===== config.mk =====
export PLATFORM = sky130hd
export DESIGN_NAME = fifo_stream_reader
export DESIGN_NICKNAME = d
export VERILOG_FILES = /design/src/rtl/fifo_rd_pkg.sv /design/src/rtl/fifo_rd_skid.sv /design/src/rtl/fifo_stream_reader.sv
export SDC_FILE = /design/constraint.sdc
export NUM_CORES = 1
export LEC_CHECK = 0
export CORE_MARGIN = 2
export CORE_UTILIZATION = 50
export CTS_CLUSTER_DIAMETER = 200
export DETAILED_ROUTE_END_ITERATION = 7
export GPL_TIMING_DRIVEN = 0
export PLACE_DENSITY = 0.78
export SLEW_MARGIN = 20
export SYNTH_ARGS = -nofsm -noshare
export SYNTH_HDL_FRONTEND = slang
export SYNTH_SLANG_ARGS = --single-unit

===== constraint.sdc =====
create_clock -name clk -period 2.85 [get_ports clk]
set_clock_uncertainty 0.05 [all_clocks]
set_input_delay 0.4275 -clock clk [delete_from_list [all_inputs] [get_ports clk]]
set_output_delay 0.4275 -clock clk [all_outputs]
set_load 0.05 [all_outputs]

===== src/rtl/fifo_rd_pkg.sv =====
// rtl/fifo_rd_pkg.sv - shared state type and default widths for the FIFO stream reader
package fifo_rd_pkg;

    localparam int DEF_DATA_W = 8;
    localparam int DEF_CNT_W  = 9;

    typedef enum logic [1:0] {
        IDLE  = 2'd0,
        BURST = 2'd1,
        FLUSH = 2'd2
    } state_t;

endpackage


===== src/rtl/fifo_rd_skid.sv =====
// rtl/fifo_rd_skid.sv - two-entry output buffer between FIFO read data and the stream port
module fifo_rd_skid
    import fifo_rd_pkg::*;
#(
    parameter int W = DEF_DATA_W + 1
) (
    input  logic         clk,
    input  logic         srst,
    input  logic         s_tvalid,
    output logic         s_tready,
    input  logic [W-1:0] s_tdata,
    output logic         m_tvalid,
    input  logic         m_tready,
    output logic [W-1:0] m_tdata
);

    logic [W-1:0] mem [2];
    logic         wr_ptr;
    logic         rd_ptr;
    logic [1:0]   count;
    logic         push;
    logic         pop;

    assign s_tready = (count != 2'd2);
    assign m_tvalid = (count != 2'd0);
    assign push     = s_tvalid && s_tready;
    assign pop      = m_tvalid && m_tready;

    // Gated so the stream reads zero whenever nothing is presented, including after reset.
    assign m_tdata  = m_tvalid ? mem[rd_ptr] : '0;

    always_ff @(posedge clk) begin
        if (push) begin
            mem[wr_ptr] <= s_tdata;
        end
    end

    always_ff @(posedge clk) begin
        if (srst) begin
            wr_ptr <= 1'b0;
            rd_ptr <= 1'b0;
            count  <= 2'd0;
        end else begin
            if (push) begin
                wr_ptr <= ~wr_ptr;
            end
            if (pop) begin
                rd_ptr <= ~rd_ptr;
            end
            count <= count + {1'b0, push} - {1'b0, pop};
        end
    end

endmodule


===== src/rtl/fifo_stream_reader.sv =====
// rtl/fifo_stream_reader.sv - drains fixed-length packets from a FIFO onto a tvalid/tready stream
module fifo_stream_reader
    import fifo_rd_pkg::*;
#(
    parameter int DATA_W  = DEF_DATA_W,
    parameter int CNT_W   = DEF_CNT_W,
    parameter int PKT_LEN = 16
) (
    input  logic              clk,
    input  logic              srst,
    input  logic [DATA_W-1:0] fifo_dout,
    input  logic              fifo_empty,
    input  logic [CNT_W-1:0]  fifo_data_count,
    output logic              fifo_rd_en,
    output logic [DATA_W-1:0] m_tdata,
    output logic              m_tvalid,
    input  logic              m_tready,
    output logic              m_tlast,
    output logic              pkt_done,
    output logic              busy
);

    localparam logic [CNT_W-1:0] PKT_LEN_C = CNT_W'(PKT_LEN);
    localparam logic [CNT_W-1:0] LAST_IDX  = CNT_W'(PKT_LEN - 1);

    state_t            state;
    state_t            state_nxt;
    logic [CNT_W-1:0]  rd_cnt;
    logic [CNT_W-1:0]  rd_cnt_nxt;
    logic              in_flight;
    logic              in_flight_last;
    logic              last_rd;
    logic              skid_s_tready;
    logic [1:0]        buf_occ;
    logic              buf_pop;
    logic              credit_ok;
    logic [DATA_W:0]   buf_tdata;

    // Occupancy recovered from the buffer handshake flags: full blocks input, non-empty raises output valid.
    assign buf_occ   = {~skid_s_tready, skid_s_tready & m_tvalid};
    assign buf_pop   = m_tvalid && m_tready;

    // A byte leaving this cycle frees its slot in time for a read issued now, which keeps one byte per cycle.
    assign credit_ok = ({1'b0, buf_occ} + {2'b0, in_flight} - {2'b0, buf_pop}) < 3'd2;

    assign busy      = (state != IDLE);
    assign m_tdata   = buf_tdata[DATA_W-1:0];
    assign m_tlast   = buf_tdata[DATA_W];

    always_comb begin
        state_nxt  = state;
        rd_cnt_nxt = rd_cnt;
        fifo_rd_en = 1'b0;
        last_rd    = 1'b0;
        pkt_done   = 1'b0;
        case (state)
            IDLE: begin
                rd_cnt_nxt = '0;
                if (fifo_data_count >= PKT_LEN_C) begin
                    state_nxt = BURST;
                end
            end
            BURST: begin
                if (!fifo_empty && credit_ok) begin
                    fifo_rd_en = 1'b1;
                    rd_cnt_nxt = rd_cnt + CNT_W'(1);
                    if (rd_cnt == LAST_IDX) begin
                        last_rd   = 1'b1;
                        state_nxt = FLUSH;
                    end
                end
            end
            FLUSH: begin
                if (buf_pop && m_tlast) begin
                    pkt_done  = 1'b1;
                    state_nxt = IDLE;
                end
            end
            default: state_nxt = IDLE;
        endcase
        // No byte may leave the FIFO during reset: it would be lost with the discarded packet.
        if (srst) begin
            fifo_rd_en = 1'b0;
            last_rd    = 1'b0;
            pkt_done   = 1'b0;
        end
    end

    always_ff @(posedge clk) begin
        if (srst) begin
            state          <= IDLE;
            rd_cnt         <= '0;
            in_flight      <= 1'b0;
            in_flight_last <= 1'b0;
        end else begin
            state          <= state_nxt;
            rd_cnt         <= rd_cnt_nxt;
            in_flight      <= fifo_rd_en;
            in_flight_last <= last_rd;
        end
    end

    fifo_rd_skid #(
        .W (DATA_W + 1)
    ) u_skid (
        .clk      (clk),
        .srst     (srst),
        .s_tvalid (in_flight),
        .s_tready (skid_s_tready),
        .s_tdata  ({in_flight_last, fifo_dout}),
        .m_tvalid (m_tvalid),
        .m_tready (m_tready),
        .m_tdata  (buf_tdata)
    );

endmodule


==> qor.yml, run 1 <==
switching_share_pct: 39.8
crit_slowest_cell: "dfxtp_1"
clk_path_buf_depth: 2
grt_max_degree: 13
nNetsFinal: 209
worstSetupPathType: "register to primary output"
cp-start-kind: "register"
antenna_found_initial: 0
p_clk_share_pct: 18.9
gp_congestion: 0.900
layout_setup_ws_ns: 0.128
coreArea_um2: 3080
p_sw_uw: 743
p_leak_nw: 0.834
path_common_cell: "inv_2"
top_level_ports: 34
r2r_setup_slack_ns: 0.37
cts_made_buffers: 5
port_buffers: 29
dieWidth_um: 60.9
hold_path_class: "register to register"
fp.dieH_um: 60.9
power.density_cell_area_nw_per_um2: 903
setup_viol: 0
crit_chain: "nor2_4 -> inv_2 -> and2_1 -> ha_1 -> nand2b_1 -> xnor3_2 -> nand3_4 -> inv_2 -> buf_4"
grt_use_total_pct: 16.8
ant_nets: 0
dpl.hpwl_um: 2130
combPwrFrac_pct: 47.4
grt_pass1_wl_um: 4530
die-area_um2: 3710
clk_latency_ns: 0.34
initial_core_util_pct: 52.6
hold_viol_final: 0
slew_headroom_pct: 47.1
cts_tree: "yes"
clock-sinks: 36
syn_nets: 171
synthFlopType: "edfxtp_1"
synth-seq-cells: 36
synth_top_area_share_pct: 33.4
reg2regPathDepth: 10
syn_inst: 146
synth_seq_area_share_pct: 55.6
utilization_pct: 67.2
critPathCaptureType: "primary output"
dp_slack_ns: -0.629
vias_per_cell: 5.13
clk_pin_slew_ns: 0.11
drc: 0
p_int_mw: 1.12
first_iter_violations: 36
status: "finished clean"
synth.distinct_cells: 40
cp_slowest_stage_delay_ns: 0.37
max-cap-violations: 0
grt_overflow: 0
netlist.top_cell.by_area: "edfxtp_1"
ir_drop_v: 0.000426
fp-row-count: 20
pwr-share-seq_pct: 33.7
first_pass_iters: 4
worst_slew_pin_slew_ns: 0.791
synth_edf_count: 18
hold_depth: 0
slew_viol_final: 0
fmax_mhz: 367
areaGrowthSynthToFinish_pct: 27.6
finalCritPeriodShare_pct: 95.5
routed_wl_um: 2890
syn_avg_cell_area_um2: 11.1
min_period_ns: 2.72
yosysWarnings: 0
ctsRootBufferMaster: "clkbuf_4"
h-tree-depth: 2
ys_top_cells_by_area: "edfxtp_1 33%, dfxtp_1 22%, mux2i_1 6.2%"
worstPathMaxFanout: 8
layout-drive-gt1-share_pct: 13.0
syn_area_um2: 1620
grt_pass1_vias: 1112
fillers: 249
crit_arrival_ns: 2.24
num_antenna_cells: 0
postSynth.asyncResetShare_pct: 0
layout_common_cells: "27 x clkdlybuf4s50_1, 18 x dfxtp_1, 18 x edfxtp_1"
post_drt_wl_per_cell_um: 12.6
final_common_cell: "clkdlybuf4s50_1"
finalSetupTns_ns: 0
cts_hold_buf: 0
required_ns: 2.37
vias: 1175
-- power groups by stage --
stage / sequential [mW] / clock [mW] / combinational (mW)
final: 0.630 / 0.353 / 0.886
after global routing: 0.637 / 0.381 / 0.950
after CTS: 0.630 / 0.363 / 0.871
after detailed placement: 0.635 / 0 / 0.845
after global placement: 0.632 / 0 / 0.830
after floorplan: 0.628 / 0 / 0.608
-- sequential cells by signal (all words and copies together) (netlist names), named ones only --
name	flops
u_skid.mem	18
rd_cnt	9
state	2
u_skid.count	2
in_flight	1
in_flight_last	1
u_skid.rd_ptr	1
u_skid.wr_ptr	1
-- cell usage after synthesis, types with 2 or more instances --
library cell,count
or3_1,2
xor2_1,2
edfxtp_1,18
dfxtp_1,18
nand3_1,5
mux2i_1,10
a21o_1,2
a211o_1,3
nand2_1,9
nor3_1,6
nand2b_1,2
and3_1,4
nor2b_1,3
ha_1,4
inv_1,9
or4_1,2
xnor2_1,2
a21oi_1,3
nor2_1,16
and2_1,3
o21ai_0,2
or2_2,3
-- layout make-up --
class                   instances  area (um^2)  area share [%]
plain buffers                   3         12.5           0.605
flip-flops and latches         36          901            43.6
repair buffers                 31          305            14.8
clock inverters                 3         42.5            2.06
inverters                      10         37.5            1.81
clock buffers                   5         37.5            1.81
multi-input cells              97          677            32.7
well taps                      44         55.1            2.66
-- final timing paths --
check                  startpoint                to
hold reg to reg    in_flight_last  u_skid.mem[0][8]
hold / removal     in_flight_last  u_skid.mem[0][8]
setup reg to reg  u_skid.count[0]          state[0]
setup / recovery  u_skid.count[0]        fifo_rd_en
-- worst max-delay path: cells and delay by family (launching register included) --
kind,cells,cell delay [ns]
xor+xnor,1,0.26
fa+ha+maj,1,0.30
buf+inv,3,0.36
flops,1,0.37
simple gates,4,0.62
-- layer usage --
| layer | vias up | share of wire (%) | GRT usage (%) |
|---|---|---|---|
| met1 | 535 | 42 | 17.8 |
| met5 | - | 0 | 0 |
| met2 | 42 | 50 | 30.1 |
| met3 | 2 | 7.4 | 5.76 |
| li1 | 596 | - | - |
| met4 | 0 | 0.45 | 7.45 |
-- through the flow --
step	std cells	total power, mW	hold WS [ns]	instance area (um^2)
5_1_grt	229	1.97	0.411	2070
3_5_place_dp	219	1.48	0.364	1970
4_1_cts	228	1.86	0.391	2060
6_report	229	1.87	0.400	2070
2_1_floorplan	146	1.24	0.354	1620
3_3_place_gp	219	1.46	0.355	1970
-- cells by family after synthesis --
group / synth area share (%)
AOI/OAI and AO/OA: 8.19
xor gates and xnor gates: 3.63
adders and majority gates: 3.09
buffers and inverters: 3.09
DFF: 55.6
muxes: 6.18
and+or+nand+nor: 20.2
-- timing repair --
action                     in CTS  in global routing
setup endpoints to repair       2                  2
setup buffers                   1                  1
pin swaps                       1                  0
gates resized for setup         8                  1
(Power assumes the default switching activity.)
==> run 2, diff against run 1 <==
--- a/config.mk
+++ b/config.mk
@@ -9,7 +9,6 @@
 export CORE_UTILIZATION = 50
 export CTS_CLUSTER_DIAMETER = 200
 export DETAILED_ROUTE_END_ITERATION = 7
-export GPL_TIMING_DRIVEN = 0
 export PLACE_DENSITY = 0.78
 export SLEW_MARGIN = 20
 export SYNTH_ARGS = -nofsm -noshare
==> qor.yml, run 2 (synthesis gave the netlist of run 1 again) <==
hold_path_class: "register to register"  # unchanged
cts_made_buffers: 5  # unchanged
die-area_um2: 3710  # unchanged
h-tree-depth: 2  # unchanged
worstSetupPathType: "register to primary output"  # unchanged
worstPathMaxFanout: 8  # unchanged
crit_arrival_ns: 2.23  # was 2.24 ns
ir_drop_v: 0.000434  # was 0.000426 V
antenna_found_initial: 0  # unchanged
fmax_mhz: 370  # was 367 MHz
drc: 0  # unchanged
ant_nets: 0  # unchanged
min_from: "in_flight_last"  # unchanged
coreArea_um2: 3080  # unchanged
worst_slew_pin_slew_ns: 0.727  # was 0.791 ns
post_cts_resized: 0  # was 8
critPathCaptureType: "primary output"  # unchanged
first_pass_iters: 4  # unchanged
top_regs: "u_skid.mem x18, rd_cnt x9"  # unchanged
vias_per_cell: 5.21  # was 5.13
critical_path.top_delay_family: "simple AND/OR/NAND/NOR gates"  # unchanged
areaGrowthSynthToFinish_pct: 27.9  # was 27.6%
slew_viol_final: 0  # unchanged
first_iter_violations: 32  # was 36
crit_slowest_cell: "dfxtp_1"  # unchanged
min_period_ns: 2.70  # was 2.72 ns
grt_pass1_wl_um: 4950  # was 4530 um
status: "finished clean"  # unchanged
cp_slowest_stage_delay_ns: 0.35  # was 0.37 ns
cts_tree: "yes"  # unchanged
routed_wl_um: 2980  # was 2890 um
clk_path_buf_depth: 2  # unchanged
fp-row-count: 20  # unchanged
path_common_cell: "inv_2"  # unchanged
postCtsSetupRepairBufs: 0  # was 1
cts_hold_buf: 0  # unchanged
finalSetupTns_ns: 0  # unchanged
final_common_cell: "clkdlybuf4s50_1"  # unchanged
hold_viol_final: 0  # unchanged
crit_chain: "nor2_1 -> inv_2 -> and2_1 -> ha_1 -> nand2b_1 -> xnor3_2 -> nand3_4 -> inv_2 -> buf_12"  # was nor2_4 -> inv_2 -> and2_1 -> ha_1 -> nand2b_1 -> xnor3_2 -> nand3_4 -> inv_2 -> buf_4
ctsRootBufferMaster: "clkbuf_4"  # unchanged
vias: 1183  # was 1175
largest_register: "u_skid.mem"  # unchanged
utilization_pct: 67.3  # was 67.2%
clk_pin_slew_ns: 0.10  # was 0.11 ns
power.density_cell_area_nw_per_um2: 886  # was 903 nW/um^2
clk_latency_ns: 0.34  # about the same
num_antenna_cells: 0  # unchanged
layout_common_cells: "27 x clkdlybuf4s50_1, 18 x dfxtp_1, 18 x edfxtp_1"  # unchanged
grt_pass1_vias: 1184  # was 1112
path_buf_inv: 3  # unchanged
power_mw: 1.84  # was 1.87 mW
hold-worst-slack_ns: 0.382  # was 0.400 ns
post_drt_wl_per_cell_um: 13.1  # was 12.6 um
dpl.hpwl_um: 2190  # was 2130 um
gp_congestion: 0.879  # was 0.900
max-cap-violations: 0  # unchanged
rsz0062_at_grt: "no"
p_leak_nw: 0.819  # was 0.834 nW
critPathLaunch: "u_skid.count[1]"  # was u_skid.count[0]
nNetsFinal: 207  # was 209
port_buffers: 29  # unchanged
required_ns: 2.37  # about the same
clock-sinks: 36  # unchanged
dieWidth_um: 60.9  # unchanged
largest_register_ffs: 18  # unchanged
finalCritPeriodShare_pct: 94.9  # was 95.5%
setup_viol: 0  # unchanged
layout-drive-gt1-share_pct: 12.6  # was 13.0%
grt_use_total_pct: 18.6  # was 16.8%
slew_headroom_pct: 51.3  # was 47.1%
grt_max_degree: 13  # unchanged
initial_core_util_pct: 52.6  # unchanged
cp-start-kind: "register"  # unchanged
grt_overflow: 0  # unchanged
top_level_ports: 34  # unchanged
r2r-start: "u_skid.count[1]"  # was u_skid.count[0]
fp.dieH_um: 60.9  # unchanged
## run 2: cell type report
type	instances	area, um^2
flip-flops and latches	36	901
clock buffers	6	41.3
clock inverters	2	35.0
fillers	247	1010
repair buffers	32	333
multi-input cells	97	669
inverters	10	37.5
well taps	44	55.1
## run 2: layer usage
layer | GRT usage, % | routed length (um) | up-vias
met1 | 20.1 | 1240 | 543
li1 | - | - | 596
met5 | 0 | 0 | -
met2 | 33.8 | 1510 | 37
met4 | 9.32 | 55 | 0
met3 | 4.26 | 179 | 7
## run 2: worst paths after layout
kind	to	depth (start not counted)	slack (ns)
max	fifo_rd_en	9	0.15
min	u_skid.mem[1][8]	0	0.38
max reg2reg	state[0]	9	0.53
min reg2reg	u_skid.mem[1][8]	0	0.38
## run 2: per-stage QoR
stage	area, um^2	setup slack [ns]	cells
final	2070	0.146	227
after detailed placement	2000	0.254	219
after CTS	2070	0.125	227
after global routing	2070	0.0134	227
after global placement	2000	0.280	219
after floorplan	1620	0.0731	146
## run 2: report_power, final
part           total [mW]  switching (mW)  internal [mW]
logic               0.846           0.515          0.332
clock network       0.347           0.163          0.184
registers           0.643          0.0474          0.595
total                1.84           0.725           1.11
==> run 3, diff against run 2 <==
--- a/config.mk
+++ b/config.mk
@@ -6,11 +6,12 @@
 export NUM_CORES = 1
 export LEC_CHECK = 0
 export CORE_MARGIN = 2
-export CORE_UTILIZATION = 50
+export CORE_UTILIZATION = 51
 export CTS_CLUSTER_DIAMETER = 200
 export DETAILED_ROUTE_END_ITERATION = 7
-export PLACE_DENSITY = 0.78
+export PLACE_DENSITY = 0.79
 export SLEW_MARGIN = 20
 export SYNTH_ARGS = -nofsm -noshare
 export SYNTH_HDL_FRONTEND = slang
+export SYNTH_HIERARCHICAL = 1
 export SYNTH_SLANG_ARGS = --single-unit
==> qor.yml, run 3 <==
fmax_mhz: 351  # was 370 MHz
clk_path_buf_depth: 2  # unchanged
syn_area_um2: 1720  # was 1620 um^2
max-cap-violations: 0  # unchanged
grt_use_total_pct: 21.0  # was 18.6%
cp_slowest_stage_delay_ns: 0.49  # was 0.35 ns
layout_common_cells: "26 x clkdlybuf4s50_1, 18 x edfxtp_1, 17 x nor2_1"  # was 27 x clkdlybuf4s50_1, 18 x dfxtp_1, 18 x edfxtp_1
port_buffers: 29  # unchanged
post_drt_wl_per_cell_um: 14.9  # was 13.1 um
worstPathMaxFanout: 3  # was 8
required_ns: 2.37  # about the same
finalSetupTns_ns: -0.00244  # was 0 ns
drc: 0  # unchanged
ctsRootBufferMaster: "clkbuf_4"  # unchanged
coreArea_um2: 3280  # was 3080 um^2
postSynth.asyncResetShare_pct: 0  # unchanged
dieWidth_um: 62.1  # was 60.9 um
min_period_ns: 2.85  # was 2.70 ns
status: "finished, violations left"  # was finished clean
p_leak_nw: 0.796  # was 0.819 nW
utilization_pct: 70.2  # was 67.3%
synth_edf_count: 18  # unchanged
fp.dieH_um: 62.1  # was 60.9 um
grt_pass1_vias: 1365  # was 1184
h-tree-depth: 2  # unchanged
top_level_ports: 34  # unchanged
hold_viol_final: 0  # unchanged
antenna_found_initial: 0  # unchanged
vias: 1398  # was 1183
cts_made_buffers: 5  # unchanged
critPathCaptureType: "primary output"  # unchanged
synth_most_common_cell: "nor2_1"
rsz0062_at_grt: "yes"  # was no
netlist.top_cell.by_area: "edfxtp_1"  # unchanged
slew_headroom_pct: 38.0  # was 51.3%
synth.distinct_cells: 44  # was 40
first_iter_violations: 60  # was 32
ir_drop_v: 0.000340  # was 0.000434 V
r2r-start: "u_skid/count[1]"  # was u_skid.count[1]
cp-start-kind: "register"  # unchanged
routed_wl_um: 3720  # was 2980 um
gp_congestion: 0.857  # was 0.879
holdPathEnd: "u_skid/mem[0][8]"  # was u_skid.mem[1][8]
cts_tree: "yes"  # unchanged
vias_per_cell: 5.59  # was 5.21
violations: "setup timing"
yosys-top-cells-count: "19 x nor2_1, 18 x dfxtp_1, 18 x edfxtp_1"  # was 18 x dfxtp_1, 18 x edfxtp_1, 16 x nor2_1
layout-drive-gt1-share_pct: 24.0  # was 12.6%
grt_max_degree: 13  # unchanged
nNetsFinal: 228  # was 207
crit_slowest_cell: "fa_2"  # was dfxtp_1
path_common_cell: "nor2_4"  # was inv_2
min_from: "in_flight_last"  # unchanged
die-area_um2: 3850  # was 3710 um^2
syn_nets: 184  # was 171
final_common_cell: "clkdlybuf4s50_1"  # unchanged
cts_hold_buf: 0  # unchanged
synth_seq_area_share_pct: 52.4  # was 55.6%
fp-row-count: 21  # was 20
synth_top_area_share_pct: 31.4  # was 33.4%
synth-seq-cells: 36  # unchanged
grt_pass1_wl_um: 5810  # was 4950 um
clk_pin_slew_ns: 0.11  # was 0.10 ns
hold_path_class: "register to register"  # unchanged
syn_avg_cell_area_um2: 10.8  # was 11.1 um^2
ant_nets: 0  # unchanged
hold_depth: 0  # unchanged
ys_top_cells_by_area: "edfxtp_1 31%, dfxtp_1 21%, mux2i_1 7.6%"  # was edfxtp_1 33%, dfxtp_1 22%, mux2i_1 6.2%
layout_setup_ws_ns: -0.00244  # was 0.146 ns
first_pass_iters: 5  # was 4
slew_viol_final: 0  # unchanged
largest_register: "u_skid/mem"  # was u_skid.mem
worst_slew_pin_slew_ns: 0.927  # was 0.727 ns
power.density_cell_area_nw_per_um2: 571  # was 886 nW/um^2
finalCritPeriodShare_pct: 100  # was 94.9%
crit_arrival_ns: 2.37  # was 2.23 ns
syn_inst: 159  # was 146
areaGrowthSynthToFinish_pct: 34.0  # was 27.9%
grt_overflow: 0  # unchanged
num_antenna_cells: 0  # unchanged
clk_latency_ns: 0.34  # about the same
r2r-end: "rd_cnt[4]"  # was state[0]
dp_cells: 235  # was 219
clock-sinks: 36  # unchanged
synthFlopType: "edfxtp_1"  # unchanged
top_regs: "u_skid/mem x18, rd_cnt x9"  # was u_skid.mem x18, rd_cnt x9
setup_viol: 1  # was 0
r2r_setup_slack_ns: 0.08  # was 0.53 ns
worstSetupPathType: "register to primary output"  # unchanged
reg2regPathDepth: 9  # unchanged
crit_chain: "nor2_4 -> inv_6 -> and2_4 -> ha_4 -> nor2b_2 -> fa_2 -> nor2_4 -> nand4_1 -> inv_2 -> buf_12"  # was nor2_1 -> inv_2 -> and2_1 -> ha_1 -> nand2b_1 -> xnor3_2 -> nand3_4 -> inv_2 -> buf_12
yosysWarnings: 6  # was 0
dpl.hpwl_um: 2600  # was 2190 um
largest_register_ffs: 18  # unchanged
fin_cells: 250  # was 227
initial_core_util_pct: 52.4  # was 52.6%
## run 3: cell types whose count changed in the layout (fill, tap and decap cells not counted), sizes merged, moves of 3 or more
cell	before	now
a211o	3	0
nor3	6	1
and3	4	1
inv	10	5
nor4b	0	3
buf	5	17
mux2i	10	13
nor4	1	4
nor2	16	19
nand4	0	4
## run 3: how the worst max path moves through the flow
stage / start / to / slack, ns / cells past startpoint
5_1_grt: u_skid/count[1] / fifo_rd_en / -0.09 / 10
4_1_cts: u_skid/count[1] / fifo_rd_en / -0.01 / 10
2_1_floorplan: u_skid/count[0] / rd_cnt[7] / -0.02 / 10
3_3_place_gp: m_tready / rd_cnt[8] / -0.23 / 8
3_5_place_dp: m_tready / rd_cnt[8] / -0.28 / 8
6_report: u_skid/count[1] / fifo_rd_en / -0.002 / 10
## run 3: repair_timing
| item | CTS | global route |
|---|---|---|
| buffers inserted | 6 | 1 |
| gates resized for setup | 6 | 3 |
| endpoints found under the hold margin | 0 | 0 |
| setup endpoints to repair | 1 | 3 |
| pin swaps | 4 | 0 |
## run 3: report_power, final
part / total (mW) / internal, mW / switching [mW] / leakage [nW]
combinational: 0.445 / 0.192 / 0.253 / 0.448
clock: 0.268 / 0.0946 / 0.174 / 0.0349
sequential: 0.602 / 0.572 / 0.0302 / 0.313
## run 3: metrics by stage
step                hold WS, ns  power, mW  area [um^2]  setup WS (ns)
finish                    0.396       1.32         2300       -0.00244
CTS                       0.399       1.31         2280        -0.0117
global placement          0.358       1.00         2160         -0.233
detailed placement        0.365       1.02         2160         -0.279
floorplan                 0.354      0.874         1780        -0.0204
global route              0.435       1.38         2300        -0.0943
## run 3: cell type report
type | count | area (um^2)
fillers | 255 | 980
well taps | 46 | 57.6
multi-input cells | 111 | 837
clock buffers | 5 | 37.5
clock inverters | 3 | 18.8
flip-flops and latches | 36 | 908
repair buffers | 44 | 422
inverters | 5 | 23.8
## run 3: cells by family after synthesis
logic type               count (synthesis)  synth area share [%]
XOR/XNOR                                 3                  1.53
flip-flops                              36                  52.4
buffers and inverters                   12                  3.56
multiplexers                            14                  8.22
AO/OA/AOI/OAI                           20                  8.51
adder cells (fa/ha/maj)                  4                  3.35
AND/OR/NAND/NOR                         70                  22.5
## run 3: worst max-delay path, delay by kind of cell, from the launching register on
kind	cells	cell delay [ns]
fa+ha+maj	2	0.69
flops	1	0.38
simple gates	5	0.66
buf+inv	3	0.31
## run 3: layer usage
layer / GRT usage, % / share of wire [%] / vias up
met4: 10.3 / 1.3 / 0
met2: 36.3 / 54 / 46
met3: 4.97 / 5.6 / 6
met5: 0 / 0 / -
met1: 24.4 / 39 / 671
li1: - / - / 675
